`config.mk`:
```
export PLATFORM = sky130hd
export DESIGN_NAME = keypad_emulator
export DESIGN_NICKNAME = d
export VERILOG_FILES = /design/src/rtl/keypad_emulator.sv
export SDC_FILE = /design/constraint.sdc
export NUM_CORES = 1
export LEC_CHECK = 0
export CELL_PAD_IN_SITES_DETAIL_PLACEMENT = 1
export CELL_PAD_IN_SITES_GLOBAL_PLACEMENT = 1
export CORE_UTILIZATION = 40
export CTS_CLUSTER_SIZE = 8
export DETAILED_ROUTE_END_ITERATION = 16
export PLACE_DENSITY = 0.88
export SKIP_LAST_GASP = 1
export SLEW_MARGIN = 25
export SYNTH_ARGS = -nofsm -noshare
export SYNTH_HDL_FRONTEND = slang
export SYNTH_SLANG_ARGS = --single-unit
```
`constraint.sdc`:
```
create_clock -name clk -period 4.3 [get_ports clk]
set_input_delay 0.645 -clock clk [delete_from_list [all_inputs] [get_ports clk]]
set_output_delay 0.645 -clock clk [all_outputs]
set_load 0.01 [all_outputs]
```
`src/rtl/keypad_emulator.sv`:
```
// 4x4 matrix keypad responder: answers scanner row drive on the columns,
// emulating press bounce, hold, release bounce and a post-release gap.
module keypad_emulator #(
  parameter int unsigned BOUNCE_CYCLES = 16,
  parameter int unsigned BOUNCE_TOGGLE = 4,
  parameter int unsigned GAP_CYCLES    = 8,
  parameter int unsigned HOLD_W        = 16
) (
  input  logic              clk,
  input  logic              rst,
  input  logic [3:0]        line,
  output logic [3:0]        col,
  input  logic              req_valid,
  input  logic [3:0]        req_key,
  input  logic [HOLD_W-1:0] hold_len,
  output logic              req_ready,
  output logic              busy,
  output logic              contact,
  output logic              done
);

  localparam int unsigned HMAX = (1 << HOLD_W) - 1;
  localparam int unsigned M1 =
    (BOUNCE_CYCLES > GAP_CYCLES) ? BOUNCE_CYCLES : GAP_CYCLES;
  localparam int unsigned MAXC = (M1 > HMAX) ? M1 : HMAX;
  localparam int unsigned CW =
    (MAXC > 0) ? $clog2(MAXC + 1) : 1;
  localparam int unsigned TW =
    (BOUNCE_TOGGLE > 1) ? $clog2(BOUNCE_TOGGLE) : 1;

  localparam logic [CW-1:0] BLAST =
    (BOUNCE_CYCLES == 0) ? '0 : CW'(BOUNCE_CYCLES - 1);
  localparam logic [CW-1:0] GLAST =
    (GAP_CYCLES == 0) ? '0 : CW'(GAP_CYCLES - 1);
  localparam logic [TW-1:0] TLAST = TW'(BOUNCE_TOGGLE - 1);

  typedef enum logic [2:0] {
    S_IDLE,
    S_BOUNCE_IN,
    S_HELD,
    S_BOUNCE_OUT,
    S_GAP
  } state_t;

  state_t            r_state;
  logic [CW-1:0]     r_cnt;
  logic [TW-1:0]     r_tcnt;
  logic              r_contact;
  logic              r_done;
  logic [3:0]        r_key;
  logic [HOLD_W-1:0] r_hold;

  logic [CW-1:0]     w_hold_last;
  logic [3:0]        w_col;
  logic [1:0]        w_row;
  logic [1:0]        w_cidx;

  assign w_hold_last = CW'(r_hold - HOLD_W'(1));
  assign w_row       = r_key[3:2];
  assign w_cidx      = r_key[1:0];

  always_ff @(posedge clk) begin
    if (rst) begin
      r_state   <= S_IDLE;
      r_cnt     <= '0;
      r_tcnt    <= '0;
      r_contact <= 1'b0;
      r_done    <= 1'b0;
      r_key     <= '0;
      r_hold    <= '0;
    end else begin
      r_done <= 1'b0;
      unique case (r_state)
        S_IDLE: begin
          r_contact <= 1'b0;
          if (req_valid) begin
            r_key     <= req_key;
            r_hold    <= (hold_len == '0) ?
                         HOLD_W'(1) : hold_len;
            r_cnt     <= '0;
            r_tcnt    <= '0;
            r_contact <= 1'b1;
            r_state   <= S_BOUNCE_IN;
          end
        end
        S_BOUNCE_IN: begin
          if (r_cnt == BLAST) begin
            r_cnt     <= '0;
            r_tcnt    <= '0;
            r_contact <= 1'b1;
            r_state   <= S_HELD;
          end else begin
            r_cnt <= r_cnt + CW'(1);
            if (r_tcnt == TLAST) begin
              r_tcnt    <= '0;
              r_contact <= ~r_contact;
            end else begin
              r_tcnt <= r_tcnt + TW'(1);
            end
          end
        end
        S_HELD: begin
          if (r_cnt == w_hold_last) begin
            r_cnt     <= '0;
            r_tcnt    <= '0;
            r_contact <= 1'b0;
            r_state   <= S_BOUNCE_OUT;
          end else begin
            r_cnt <= r_cnt + CW'(1);
          end
        end
        S_BOUNCE_OUT: begin
          if (r_cnt == BLAST) begin
            r_cnt     <= '0;
            r_tcnt    <= '0;
            r_contact <= 1'b0;
            r_state   <= S_GAP;
          end else begin
            r_cnt <= r_cnt + CW'(1);
            if (r_tcnt == TLAST) begin
              r_tcnt    <= '0;
              r_contact <= ~r_contact;
            end else begin
              r_tcnt <= r_tcnt + TW'(1);
            end
          end
        end
        S_GAP: begin
          r_contact <= 1'b0;
          if (r_cnt == GLAST) begin
            r_cnt   <= '0;
            r_done  <= 1'b1;
            r_state <= S_IDLE;
          end else begin
            r_cnt <= r_cnt + CW'(1);
          end
        end
        default: begin
          r_state   <= S_IDLE;
          r_contact <= 1'b0;
        end
      endcase
    end
  end

  // Only the latched key's row/column pair is ever shorted.
  always_comb begin
    w_col = 4'b1111;
    if (r_contact && !line[w_row])
      w_col[w_cidx] = 1'b0;
  end

  assign col       = w_col;
  assign contact   = r_contact;
  assign done      = r_done;
  assign req_ready = (r_state == S_IDLE);
  assign busy      = (r_state != S_IDLE);

endmodule

```
==> run metrics, run 1 <==
Post-Syn Nets 388; RSZ-0062 raised after global routing false; Tcrit/Tclk final 88.3%; worst ir drop on vdd approximately 0.00018 V; drt wl/cell 18.1 um; pwr dens 321 nW/um^2; first-pass GRT wire length 13800 um; cts hold-fix bufs 0; H-tree levels 2; ys flop type dfxtp_1; layout cells sized above 1 3.69%; core area about 6400 um^2; worst skew pair latency 0.30 ns; non-filler cells in the finished layout 456; clk sinks 43; PostCTS Resize Cnt 0; final hold slack between 0.4 and 0.5 ns; Root Buffer clkbuf_8; Req. time, crit path 4.46 ns; routed vias 2760; DP HPWL 6030 um; Synth cell types 48; number of max-cap violations 0; synthesized area per cell 7.43 um^2; flops & latches, synth 43; critical path class flip-flop to flip-flop; CTS tree done; DRT antenna net count 0; die height 83.6 um; Fin Setup TNS 0 ns; Max transition margin about 41%; Synth Instances 358; Hold WC Path Type flip-flop to flip-flop; postcts setup bufs 0; Setup Skew 0.00999 ns; Slew Viols, Final 0; Die ar. around 7000 um^2; Area growth, synth to finish 18.8%; I/O Buffers 34; minimum clock period about 3.8 ns; largest net degree at the start of global routing 28; Clock Tree Buf Depth 2; fin nets 408; register area share after synthesis 32.3%; Cells after DPL 448; drt pass-1 iters 4; Num CTS Buffers 5; worst-path maximum fanout 15; Synth warnings 0; Async SR Flop Fraction 0%; Worst setup SP type flip-flop; EDFF count, synth 0; CP arrival 3.95 ns; GRT overflow 0; Slew @ Worst Pin 0.889 ns; Tot Pwr 1.01 mW; status finished clean; GPL Wtd Cong 0.849; final WL 8240 um; Die X-Extent about 84 um; clock slew at reported path FFs roughly 0.09 ns; I/O pin count 35; final setup vio count 0; Initial Util 41.7%; final hold vios 0; CP Capture Type flip-flop; FP Rows 29; GRT Total Usage 24.6%; Lkg Pwr 1.08 nW; drc violations 0; initial antenna violation count 0; Ant. Diodes 0; fmax about 0.26 GHz; drt initial violations 201; vias per inst 6.05; vias in the first global route 2793; fin util ~50%; Syn Std Cell Area 2660 um^2
-- flip-flops by register name, summed over array words and instances (netlist names) --
register	count
r_tcnt	2
r_key	4
done	1
contact	1
r_hold	16
r_state	3
r_cnt	16
-- critical path: stages, from the launching register on --
cell and delay, ns:
dfxtp_1 0.38, inv_1 0.10, ha_1 0.28, nor4b_1 0.57, a22oi_1 0.21, or4b_1 0.57
or4_1 0.82, a21oi_1 0.54, a2111oi_1 0.18
-- cell usage in the layout, fill, tap and decap left out, drive strengths merged, types with 3 or more instances in the layout --
cell type and count:
a31oi 4, nor4 13, mux2i 8, xnor2 16, buf 4, nand2 61
and3 5, xor2 3, o21ai 11, dfxtp 43, a211oi 7, nor2b 7
clkdlybuf4s50 34, a221oi 12, ha 3, nor3 16, a21oi 25, nand3b 3
nand3 16, or4 3, nand2b 6, or3 4, nand4 5, inv 12
clkbuf 5, nor2 24
-- kinds of logic after synthesis --
logic type / share of synthesized area [%]
simple gates: 32.2
compound gates: 18.4
flops: 32.3
buf+inv: 5.55
xor+xnor: 6.25
mux: 3.86
fa+ha+maj: 1.41
-- power breakdown --
part | switching, mW | total (mW) | leakage (nW) | internal, mW
sequential | 0.0275 | 0.445 | 0.351 | 0.417
combinational | 0.0968 | 0.184 | 0.663 | 0.0868
clock | 0.155 | 0.386 | 0.0644 | 0.232
total | 0.279 | 1.01 | 1.08 | 0.736
-- through the flow --
step | area (um^2) | setup slack (ns)
after global routing | 3160 | 0.249
final | 3160 | 0.504
after global placement | 3030 | 0.746
after CTS | 3160 | 0.588
after floorplan | 2660 | 1.08
after detailed placement | 3030 | 0.573
-- metal layers --
layer	share of wire [%]	track usage, %
met4	1.7	8.63
met2	51	42.8
met3	5.1	4.15
met1	43	30.5
met5	0	0
-- area by class of cell --
class	count	area, um^2
inverters	12	45.0
flip-flops and latches	43	861
clock inverters	3	67.6
multi-input cells	278	1650
fillers	797	3220
repair buffers	38	370
clock buffers	5	68.8
well taps	77	96.3
-- synth_stat cells, drive strengths merged (6+ instances only) --
library cell | count | share of area (%)
nand2 | 61 | 8.6
dfxtp | 43 | 32
a21oi | 25 | 4.7
nor2 | 24 | 3.4
clkbuf | 21 | 3.0
nand3 | 16 | 3.0
nor3 | 16 | 3.0
xnor2 | 16 | 5.3
nor4 | 13 | 3.1
a221oi | 12 | 3.9
inv | 12 | 1.7
o21ai | 11 | 2.1
mux2i | 8 | 3.0
a211oi | 7 | 2.0
nor2b | 7 | 1.6
nand2b | 6 | 1.4
-- path summary, 6_finish.rpt --
check,slack [ns],startpoint,cells past startpoint,endpoint
min,0.49,r_key[3],2,r_key[3]
max reg2reg,0.50,r_hold[0],8,r_cnt[2]
max,0.50,r_hold[0],8,r_cnt[2]
min reg2reg,0.49,r_key[3],2,r_key[3]
(Power assumes the default switching activity.)
==> inputs of run 2 (changes only) <==
CTS_CLUSTER_DIAMETER = 200   (was default)
REMOVE_ABC_BUFFERS = 1   (was default)
==> run metrics, run 2 (synthesis results as in run 1) <==
metal1 wirelength 3550 um (+0.97%); Req. time, crit path 4.47 ns (about the same); most frequent cells in the layout 61 x nand2_1, 43 x dfxtp_1, 34 x clkdlybuf4s50_1; clk sinks 43 (unchanged); worst ir drop on vdd 0.000148 V (-18%); CP Capture Type flip-flop; drt initial violations 150 (-25%); Setup Skew 0.00951 ns (-0.000487 ns); Slew Viols, Final 0 (unchanged); GRT overflow 0 (unchanged); GPL Wtd Cong 0.856 (+0.78%); Fin Setup TNS 0 ns (unchanged); Switch Pwr 0.266 mW (-4.7%); die height 83.6 um (unchanged); pwr dens 285 nW/um^2 (-11%); core area 6390 um^2 (unchanged); Top delay family on crit path simple AND/OR/NAND/NOR gates; Buf/Inv on CP 0 (-1); GRT Total Usage 22.6% (-2.0 points); Hold WC Path Type flip-flop to flip-flop; Seq pwr share 50.2% (+6.4 points); worst-path maximum fanout 15 (unchanged); clock share of power 29.2% (-8.9 points); CTS tree done; drt pass-1 iters 7 (+3); first-pass GRT wire length 12900 um (-6.3%); met2 routed WL 3880 um (-6.9%); largest net degree at the start of global routing 33 (+18%); Comb power frac 20.6% (+2.5 points); Worst setup SP type flip-flop; layout cells sized above 1 3.17% (-0.53 points); initial antenna violation count 0 (unchanged); clock slew at reported path FFs 0.09 ns (about the same); Internal Power 0.619 mW (-16%); biggest regs r_cnt (16), r_hold (16), r_key (4); vias in the first global route 2728 (-2.3%); most common cell after layout, fill and taps aside nand2_1; worst skew pair latency 0.31 ns (about the same); minimum clock period 3.74 ns (-0.0529 ns); I/O Buffers 34 (unchanged); Max transition margin 47.4% (+6.9 points); worst path cell trace or4_1 -> or4_1 -> o2111a_1 -> or4b_1 -> or4_1 -> a21oi_1 -> a2111oi_1; worst reg2reg startpoint r_hold[5]; routed vias 2683 (-2.8%); I/O pin count 35 (unchanged); Root Buffer clkbuf_8; postcts setup bufs 0 (unchanged); fmax 0.267 GHz (+1.4%); Worst path max stage delay 0.81 ns (about the same); critical path class flip-flop to flip-flop; Initial Util 41.7% (unchanged); DP HPWL 5700 um (-5.4%); FP Rows 29 (unchanged); Slew @ Worst Pin 0.786 ns (-0.103 ns); switching share of power 30.0% (+2.6 points); Tot Pwr 0.884 mW (-13%); Ant. Diodes 0 (unchanged); CP dominant cell by count or4_1; Lkg Pwr 1.06 nW (-2.1%); Tcrit/Tclk final 87.0% (-1.2 points); DRT antenna net count 0 (unchanged); Die ar. 6980 um^2 (unchanged); Area growth, synth to finish 16.7%; drt wl/cell 17.1 um (-5.3%); H-tree levels 2 (unchanged); Num CTS Buffers 5 (unchanged); status finished clean; Die X-Extent 83.6 um (unchanged); PostCTS Resize Cnt 0 (unchanged); Min-Delay Startpoint r_key[3]; drc violations 0 (unchanged); non-filler cells in the finished layout 456 (unchanged); number of max-cap violations 0 (unchanged); Clock Tree Buf Depth 2 (unchanged); met3 wire length 239 um (-43%); cts hold-fix bufs 0 (unchanged); final setup vio count 0 (unchanged); Crit-path slowest cell or4_1; final hold vios 0 (unchanged); Cells after DPL 448 (unchanged); CP Launch Point r_hold[5]; final WL 7810 um (-5.3%); vias per inst 5.88 (-2.8%); CP arrival 3.91 ns (-0.04 ns); fin nets 408 (unchanged); RSZ-0062 raised after global routing false; top routing layer in use met4
run 2: changes by cell type in the layout (fill, tap and decap cells not counted):
cell	change
bufinv_16	-2
clkbuf_1	+2
clkinv_2	+1
clkinvlp_4	-1
run 2: routing by layer:
metal  up-vias  global-route usage (%)
met5         -                       0
met1      1298                    27.7
met3        10                    3.36
met4         0                    6.16
li1       1331                       -
met2        44                    40.9
run 2: final cells by class:
type / count / area [um^2]
flip-flops and latches: 43 / 861
clock inverters: 1 / 5.00
fillers: 804 / 3280
repair buffers: 38 / 370
clock buffers: 7 / 76.3
inverters: 12 / 45.0
well taps: 77 / 96.3
multi-input cells: 278 / 1650
run 2: path summary, 6_finish.rpt:
| check | endpoint | slack (ns) | cells after the start |
|---|---|---|---|
| max | r_cnt[2] | 0.56 | 7 |
| min | r_key[3] | 0.47 | 2 |
| max reg2reg | r_cnt[2] | 0.56 | 7 |
| min reg2reg | r_key[3] | 0.47 | 2 |
run 2: worst reg2reg max path: stages (launching register included):
cell and delay (ns):
dfxtp_1 0.37, or4_1 0.56, or4_1 0.52, o2111a_1 0.15, or4b_1 0.50, or4_1 0.81
a21oi_1 0.54, a2111oi_1 0.16
run 2: power by group through the flow:
| stage | Sequential [mW] | Clock [mW] | Combinational (mW) |
|---|---|---|---|
| CTS | 0.443 | 0.260 | 0.184 |
| global placement | 0.450 | 0 | 0.173 |
| global route | 0.447 | 0.279 | 0.202 |
| detailed placement | 0.452 | 0 | 0.180 |
| finish | 0.444 | 0.258 | 0.182 |
| floorplan | 0.445 | 0 | 0.110 |
run 2: per-stage QoR:
stage          hold slack [ns]  cell area [um^2]  utilization, %  setup slack [ns]
5_1_grt                  0.516              3110            48.6             0.417
6_report                 0.469              3110            48.6             0.557
3_5_place_dp             0.463              3030            47.4             0.586
2_1_floorplan            0.435              2560               -             0.962
3_3_place_gp             0.456              3030            47.4             0.674
4_1_cts                  0.474              3110            48.6             0.571
==> inputs of run 3 (changes only) <==
CORE_ASPECT_RATIO = 1.5   (was default)
==> run metrics, run 3 (synthesis results as in run 1) <==
drt initial violations 105 (-30%); pwr dens 287 nW/um^2 (+0.85%); I/O pin count 35 (unchanged); status finished clean; worst skew pair latency 0.30 ns (about the same); Req. time, crit path 4.46 ns (about the same); Crit-path slowest cell or4_1; final setup vio count 0 (unchanged); Min-Delay Startpoint r_hold[15]; hold depth 2 (unchanged); fmax 0.267 GHz (-0.16%); Tcrit/Tclk final 87.2% (+0.14 points); drc violations 0 (unchanged); # fillers 816 (+1.5%); routed vias 2762 (+2.9%); Internal Power 0.630 mW (+1.9%); CP Capture Type flip-flop; worst r2r dst r_cnt[2]; final WL 7820 um (+0.12%); GPL Wtd Cong 0.851 (-0.57%); Setup Skew 0.00342 ns (-0.00608 ns); vias in the first global route 2778 (+1.8%); Max transition margin 45.9% (-1.5 points); GRT Total Usage 24.3% (+1.8 points); largest net degree at the start of global routing 51 (+55%); area of the multi-input gates 1650 um^2 (unchanged); critical path class flip-flop to flip-flop; Die X-Extent 68.6 um (-18%); final hold vios 0 (unchanged); minimum clock period 3.75 ns (+0.00589 ns); clock share of power 30.2% (+1.0 points); Buf/Inv on CP 0 (unchanged); Switch Pwr 0.263 mW (-1.1%); fin util 48.3% (-0.34 points); Reg area 861 um^2 (unchanged); worst ir drop on vdd 0.000195 V (+32%); GRT overflow 0 (unchanged); Slew Viols, Final 0 (unchanged); Initial Util 41.3% (-0.36 points); Seq pwr share 49.6% (-0.6 points); worst path cell trace or4_1 -> or4_1 -> o2111a_1 -> or4b_1 -> or4_1 -> a21oi_1 -> a2111oi_1; initial antenna violation count 0 (unchanged); Area growth, synth to finish 16.9%; Top delay family on crit path simple AND/OR/NAND/NOR gates; clk sinks 43 (unchanged); CTS tree done; most frequent cells in the layout 61 x nand2_1, 43 x dfxtp_1, 34 x clkdlybuf4s50_1; first-pass GRT wire length 13000 um (+0.16%); Lkg Pwr 1.06 nW (+0.46%); FP Rows 36 (+24%); cts hold-fix bufs 0 (unchanged); most common cell after layout, fill and taps aside nand2_1; DRT antenna net count 0 (unchanged); switching share of power 29.4% (-0.62 points); Clock Tree Buf Depth 2 (unchanged); Slew @ Worst Pin 0.811 ns (+0.0250 ns); CP arrival 3.91 ns (about the same); Num CTS Buffers 5 (unchanged); final instance area 3110 um^2 (+0.16%); worst reg2reg startpoint r_hold[5]; postcts setup bufs 0 (unchanged); PostCTS Resize Cnt 0 (unchanged); final hold slack 0.473 ns (+0.00394 ns); Die ar. 6990 um^2 (+0.10%); number of max-cap violations 0 (unchanged); Hold Path End r_hold[15]; Post-DP Area 3020 um^2 (about the same); drt wl/cell 17.2 um (+0.56%); Hold WC Path Type flip-flop to flip-flop; Root Buffer clkbuf_8; layout cells sized above 1 3.44% (+0.27 points); reg2reg path depth 7 (unchanged); biggest regs r_cnt (16), r_hold (16), r_key (4); fin nets 408 (unchanged); core area 6440 um^2 (+0.86%); die height 102 um (+22%); drt pass-1 iters 4 (-3); Ant. Diodes 0 (unchanged); Worst path max stage delay 0.82 ns (about the same); Worst setup SP type flip-flop; H-tree levels 2 (unchanged); DP HPWL 5660 um (-0.76%); clock slew at reported path FFs 0.08 ns (about the same); vias per inst 6.08 (+3.4%); worst-path maximum fanout 15 (unchanged); pre-CTS setup slack 0.598 ns (+0.0122 ns); Fin Setup TNS 0 ns (unchanged); Final Worst Setup Slack 0.551 ns (-0.00589 ns); CP dominant cell by count or4_1; RSZ-0062 raised after global routing false; I/O Buffers 34 (unchanged); R2R setup slack 0.55 ns (about the same); Comb power frac 20.2% (-0.4 points)
run 3: cell types whose count changed in the layout (fill, tap and decap cells not counted):
cell,change
clkbuf_8,+1
clkbuf_1,-2
run 3: metrics by stage:
stage,std cells,power [mW]
after detailed placement,447,0.632
final,454,0.893
after CTS,454,0.897
after global placement,447,0.624
after global routing,454,0.935
after floorplan,333,0.555
run 3: cell type report:
cell class              instances  area share [%]
clock buffers                   6            2.65
clock inverters                 1           0.161
inverters                      12            1.45
multi-input cells             278            53.1
flip-flops and latches         43            27.7
well taps                      76            3.06
repair buffers                 38            11.9
run 3: worst max-delay path by stage:
stage / slack, ns / to / depth (start not counted) / startpoint
2_1_floorplan: 0.96 / r_cnt[2] / 7 / r_hold[5]
3_3_place_gp: 0.67 / r_cnt[2] / 7 / r_hold[5]
3_5_place_dp: 0.60 / r_cnt[2] / 7 / r_hold[5]
4_1_cts: 0.56 / r_cnt[2] / 7 / r_hold[5]
5_1_grt: 0.29 / r_cnt[2] / 9 / r_hold[0]
6_report: 0.55 / r_cnt[2] / 7 / r_hold[5]
run 3: tightest hold or removal path, stage by stage, from the launching register on:
cell,delay (ns)
dfxtp_1,0.33
nand2_1,0.05
a21oi_1,0.05
run 3: power by group through the flow:
stage	Clock [mW]	Combinational (mW)	Sequential [mW]
3_5_place_dp	0	0.180	0.452
5_1_grt	0.288	0.201	0.446
4_1_cts	0.274	0.181	0.443
2_1_floorplan	0	0.110	0.445
3_3_place_gp	0	0.174	0.450
6_report	0.270	0.181	0.443
run 3: routing by layer:
metal / global-route usage, % / part of all wire [%] / vias up / routed length [um]
met1: 27.9 / 41 / 1347 / 3190
met3: 4.91 / 4.0 / 25 / 313
met2: 41.6 / 52 / 65 / 4040
met4: 12.3 / 3.5 / 0 / 272
li1: - / - / 1325 / -
met5: 0 / 0 / - / 0
